File: src/rtl/mem_access_unit.sv
// MEM-stage data-memory controller for the pipelined LC-3b: word/byte loads and stores,
// LDI/STI pointer indirection, and a pipeline stall held until the access completes.
module mem_access_unit #(
  parameter int unsigned INDIRECT_GAP = 1
) (
  input  logic        clk,
  input  logic        reset,
  input  logic        mem_valid,
  input  logic [2:0]  mem_op,
  input  logic [15:0] mem_addr,
  input  logic [15:0] mem_wdata,
  output logic        dmem_read,
  output logic        dmem_write,
  output logic [15:0] dmem_address,
  output logic [15:0] dmem_wdata,
  output logic [1:0]  dmem_byte_enable,
  input  logic        dmem_resp,
  input  logic [15:0] dmem_rdata,
  output logic [15:0] mem_rdata,
  output logic        mem_done,
  output logic        stall
);

  typedef enum logic [1:0] {IDLE, PTR, GAP, DATA} state_t;

  localparam logic [2:0] OP_LDW = 3'd1;
  localparam logic [2:0] OP_STW = 3'd2;
  localparam logic [2:0] OP_LDB = 3'd3;
  localparam logic [2:0] OP_STB = 3'd4;
  localparam logic [2:0] OP_LDI = 3'd5;
  localparam logic [2:0] OP_STI = 3'd6;

  localparam logic [1:0] GAP_LOAD = (INDIRECT_GAP > 0) ? 2'(INDIRECT_GAP - 1) : 2'd0;

  state_t      state, state_nxt;
  logic [2:0]  op_q;
  logic [15:0] addr_q, wdata_q, ptr_q, hold_q;
  logic [1:0]  gap_cnt;

  logic        start, is_ind, is_store;
  logic [15:0] tgt, load_val;
  logic [7:0]  load_byte;

  assign start    = mem_valid && (mem_op != 3'd0) && (mem_op != 3'd7);
  assign is_ind   = (op_q == OP_LDI) || (op_q == OP_STI);
  assign is_store = (op_q == OP_STW) || (op_q == OP_STB) || (op_q == OP_STI);
  assign tgt      = is_ind ? ptr_q : addr_q;

  // NOTE: sequential state uses non-blocking assignments so every register samples pre-edge values.
  always_ff @(posedge clk) begin
    if (reset) state <= IDLE;
    else       state <= state_nxt;
  end

  // NOTE: every always_comb output gets a default first, so no path leaves it unassigned (no latch).
  always_comb begin
    state_nxt = state;
    unique case (state)
      IDLE: if (start) state_nxt = ((mem_op == OP_LDI) || (mem_op == OP_STI)) ? PTR : DATA;
      PTR:  if (dmem_resp) state_nxt = (INDIRECT_GAP > 0) ? GAP : DATA;
      GAP:  if (gap_cnt == 2'd0) state_nxt = DATA;
      DATA: if (dmem_resp) state_nxt = IDLE;
      default: state_nxt = IDLE;
    endcase
  end

  // Requests depend only on state and latched values, never on dmem_resp.
  always_comb begin
    dmem_read        = 1'b0;
    dmem_write       = 1'b0;
    dmem_address     = 16'h0000;
    dmem_wdata       = 16'h0000;
    dmem_byte_enable = 2'b00;
    unique case (state)
      PTR: begin
        dmem_read    = 1'b1;
        dmem_address = {addr_q[15:1], 1'b0};
      end
      DATA: begin
        dmem_address     = {tgt[15:1], 1'b0};
        dmem_byte_enable = 2'b11;
        if (is_store) begin
          dmem_write = 1'b1;
          if (op_q == OP_STB) begin
            dmem_wdata       = {wdata_q[7:0], wdata_q[7:0]};
            dmem_byte_enable = tgt[0] ? 2'b10 : 2'b01;
          end else begin
            dmem_wdata = wdata_q;
          end
        end else begin
          dmem_read = 1'b1;
        end
      end
      default: ;
    endcase
  end

  assign load_byte = tgt[0] ? dmem_rdata[15:8] : dmem_rdata[7:0];
  assign load_val  = (op_q == OP_LDB) ? {{8{load_byte[7]}}, load_byte} : dmem_rdata;
  assign mem_done  = (state == DATA) && dmem_resp;
  assign mem_rdata = (mem_done && !is_store) ? load_val : hold_q;
  assign stall     = ((state == IDLE) && start) || ((state != IDLE) && !mem_done);

  always_ff @(posedge clk) begin
    if (reset) begin
      op_q    <= 3'd0;
      addr_q  <= 16'h0000;
      wdata_q <= 16'h0000;
      ptr_q   <= 16'h0000;
      hold_q  <= 16'h0000;
      gap_cnt <= 2'd0;
    end else begin
      if ((state == IDLE) && start) begin
        op_q    <= mem_op;
        addr_q  <= mem_addr;
        wdata_q <= mem_wdata;
      end
      if ((state == PTR) && dmem_resp) begin
        ptr_q   <= dmem_rdata;
        gap_cnt <= GAP_LOAD;
      end
      if ((state == GAP) && (gap_cnt != 2'd0)) gap_cnt <= gap_cnt - 2'd1;
      if (mem_done && !is_store) hold_q <= load_val;
    end
  end

endmodule

File: config.mk
export PLATFORM = sky130hd
export DESIGN_NAME = mem_access_unit
export DESIGN_NICKNAME = d
export VERILOG_FILES = /design/src/rtl/mem_access_unit.sv
export SDC_FILE = /design/constraint.sdc
export NUM_CORES = 1
export LEC_CHECK = 0
export ABC_AREA = 0
export CORE_ASPECT_RATIO = 0.9
export CORE_UTILIZATION = 45
export DETAILED_ROUTE_END_ITERATION = 8
export DONT_BUFFER_PORTS = 1
export PLACE_DENSITY = 0.64
export SYNTH_ARGS = -nofsm -noshare
export SYNTH_HDL_FRONTEND = slang
export SYNTH_SLANG_ARGS = --single-unit
File: constraint.sdc
create_clock -name clk -period 4.7 [get_ports clk]
set_clock_uncertainty 0.1 [all_clocks]
set_input_delay 0.235 -clock clk [delete_from_list [all_inputs] [get_ports clk]]
set_output_delay 0.235 -clock clk [all_outputs]
set_load 0.005 [all_outputs]
==> key figures <==
Clock tree
  – Setup Fix Bufs, Post-CTS: 0
  – Max Buffers Root-to-Sink: 2
  – CTS root buf: clkbuf_8
  – H-tree depth: 3
  – Worst-skew pair later-pin latency: 0.34 ns
  – CTS buffer count: 9
  – Clock sinks: 70
  – CTS tree: built
  – Resize count post-CTS: 0
  – Worst-path clk slew: 0.06 ns

Power and ir drop
  – IR drop worst, VDD: 0.210 mV
  – Sw frac: 32.9%
  – Sequential share of power: 44.8%
  – P_sw: 0.537 mW
  – Leakage: 1.71 nW
  – PwrDens: 411 mW/mm^2
  – Internal: 1.10 mW
  – Comb pwr share: 28.9%
  – Clock power frac: 26.2%

Yosys
  – Register area share after synthesis: 42.1%
  – Yosys top cell by area: dfxtp_1
  – Unique masters post-synth: 36
  – Syn Std Cell Area: 0.00333 mm^2
  – Yosys reg bits: 70
  – Synth async-reset ratio: 0%
  – Yosys Warn Count: 0
  – Number of synthesized flops with an enable pin: 0
  – Post-synthesis cell count: 378
  – Top cell type's share of synthesized area: 42.1%
  – Mapped Avg Cell Area: 8.81 um^2
  – Syn nets: 438
  – Top FF cell, synth: dfxtp_1
  – Largest cells by area after synthesis: dfxtp_1 (42%), mux2i_1 (14%), nor2_1 (8.9%), nand2_1 (4.8%), a22o_1 (3.9%)

Worst setup path
  – Critical path peak fanout: 34
  – Critical-path cell list: ha_1 -> and2_1 -> and2_1 -> nor2_1 -> a31oi_1
  – Arrival time worst endpoint: 2.52 ns
  – Most frequent cell on the critical path: and2_1
  – Worst path bufs/invs: 0
  – CP peak stage delay: 0.89 ns
  – Max stage delay cell, worst path: and2_1
  – WS Path Type: reg2out
  – Setup crit end kind: output pin
  – Delay-heaviest family, CP: simple AND/OR/NAND/NOR gates
  – Worst EP required: 4.37 ns
  – CP startpoint kind: flop

Final layout
  – Proportion of layout cells with a drive suffix above 1: 7.18%
  – Commonest non-fill, non-tap cells in the layout: nor2_1 (79), dfxtp_1 (70), dlygate4sd3_1 (50)
  – Commonest non-fill, non-tap cell in the layout: nor2_1
  – Post-layout util: 55.9%
  – P&R area growth vs syn: 19.3%
  – N_diodes: 0
  – Nets@finish: 474
  – Final Cell Area: 0.00398 mm^2

Route
  – Drt via density: 5.37
  – Remaining DRCs: 0
  – Final ANT Viol Nets: 0
  – Total wire length: 8.32 mm
  – First-pass DRT Iterations: 5
  – Detailed Route Iter0 Violations: 110
  – DR WL/cell: 16.3 um
  – Routed vias: 2742

Global routing
  – GR Util All Layers: 22.0%
  – Remaining Overflow, GRT: 0
  – First-pass GRT wire length: 13.2 mm
  – Vias in the first global route: 2762
  – Largest net degree at the start of global routing: 72
  – Initial antenna violation count: 0

Floorplanning
  – DIE AREA: 0.00775 mm^2
  – Die width: 92.7 um
  – IO Count: 109
  – Core area: 0.00711 mm^2
  – # rows: 29
  – Initial Utilization: 46.8%
  – Die H: 83.6 um

STA
  – Tcrit/Tclk final: 60.8%
  – Setup tns final: 0 ns
  – Least-Margin Pin Slew: 1.10 ns
  – Final Hold Fails: 0
  – Fmax: 350 MHz
  – Max_slew headroom: 26.5%
  – Final setup violation count: 0
  – Final min period: 2.86 ns
  – Max Slew Vio Count: 0
  – WHS: 0.0541 ns
  – RSZ-0062 raised after global routing: no

Job
  – Max cap viols: 0

Placed design
  – Dpl cell area: 0.00327 mm^2
  – RD Place Congestion: 0.745
  – Hpwl dp: 5.53 mm
  – I/O Buffers: 0

Status
  – Outcome: completed

Worst hold path
  – Hold WC Path Type: in2reg
-- power groups by stage --
stage | Clock [mW] | Sequential (mW) | Combinational, mW
after floorplan | 0 | 0.723 | 0.409
after detailed placement | 0 | 0.746 | 0.422
after global routing | 0.466 | 0.741 | 0.522
after global placement | 0 | 0.742 | 0.411
after CTS | 0.443 | 0.732 | 0.472
final | 0.428 | 0.732 | 0.473
-- per-stage QoR --
| stage | setup WS (ns) | total power, mW | instances |
|---|---|---|---|
| CTS | 1.87 | 1.65 | 511 |
| global placement | 2.29 | 1.15 | 445 |
| global route | 1.63 | 1.73 | 511 |
| finish | 1.84 | 1.63 | 511 |
| detailed placement | 2.24 | 1.17 | 445 |
| floorplan | 2.99 | 1.13 | 378 |
-- synth_stat cells (3+ instances only) --
master / instances
nor3_1: 7
and2_1: 11
nand3_1: 3
buf_12: 3
a22o_1: 15
a311oi_1: 8
a31oi_1: 10
nor2_1: 79
clkbuf_1: 11
inv_1: 7
ha_1: 5
buf_4: 4
buf_2: 8
a21oi_1: 19
mux2_2: 7
mux2i_1: 45
dfxtp_1: 70
nand2_1: 43
-- worst paths after layout --
kind / startpoint / end / slack, ns / depth (start not counted)
hold reg to reg: ptr_q[3] / ptr_q[3] / 0.36 / 2
setup / recovery: state[0] / mem_rdata[13] / 1.84 / 5
hold / removal: mem_op[2] / state[1] / 0.05 / 2
setup reg to reg: state[0] / hold_q[14] / 2.27 / 5
-- state kept, by name (all words and copies together), names as in the netlist --
register and flops:
gap_cnt 2, state 2, wdata_q 16, hold_q 16, addr_q 16, ptr_q 15
op_q 3
-- timing repair --
item	CTS	global route
setup endpoints to repair	0	0
hold buffers	51	0
endpoints found under the hold margin	70	0
-- layer usage --
metal  global-route usage [%]  vias up  wire length (um)
met2                     36.4       97              3880
li1                         -     1367                 -
met3                     5.83       13               523
met4                     8.95        0               142
met5                        0        -                 0
met1                     27.0     1265              3780
-- final cells by class --
class / instances / area [um^2]
clock buffer: 11 / 151
clock inverter: 4 / 22.5
fill: 674 / 3140
inverter: 7 / 26.3
multi-input combinational: 273 / 1710
sequential: 70 / 1400
tap: 93 / 116
timing repair buffer: 53 / 543
-- logic make-up after synthesis --
kind of cell	after synthesis	synth area share, %
AND/OR/NAND/NOR	152	19.5
buffers and inverters	35	6.61
XOR/XNOR	2	0.526
other	1	0.113
flip-flops	70	42.1
adder cells (fa/ha/maj)	5	1.88
AO/OA/AOI/OAI	61	13.4
multiplexers	52	15.9
No activity file was read; power rests on OpenSTA's default activity.
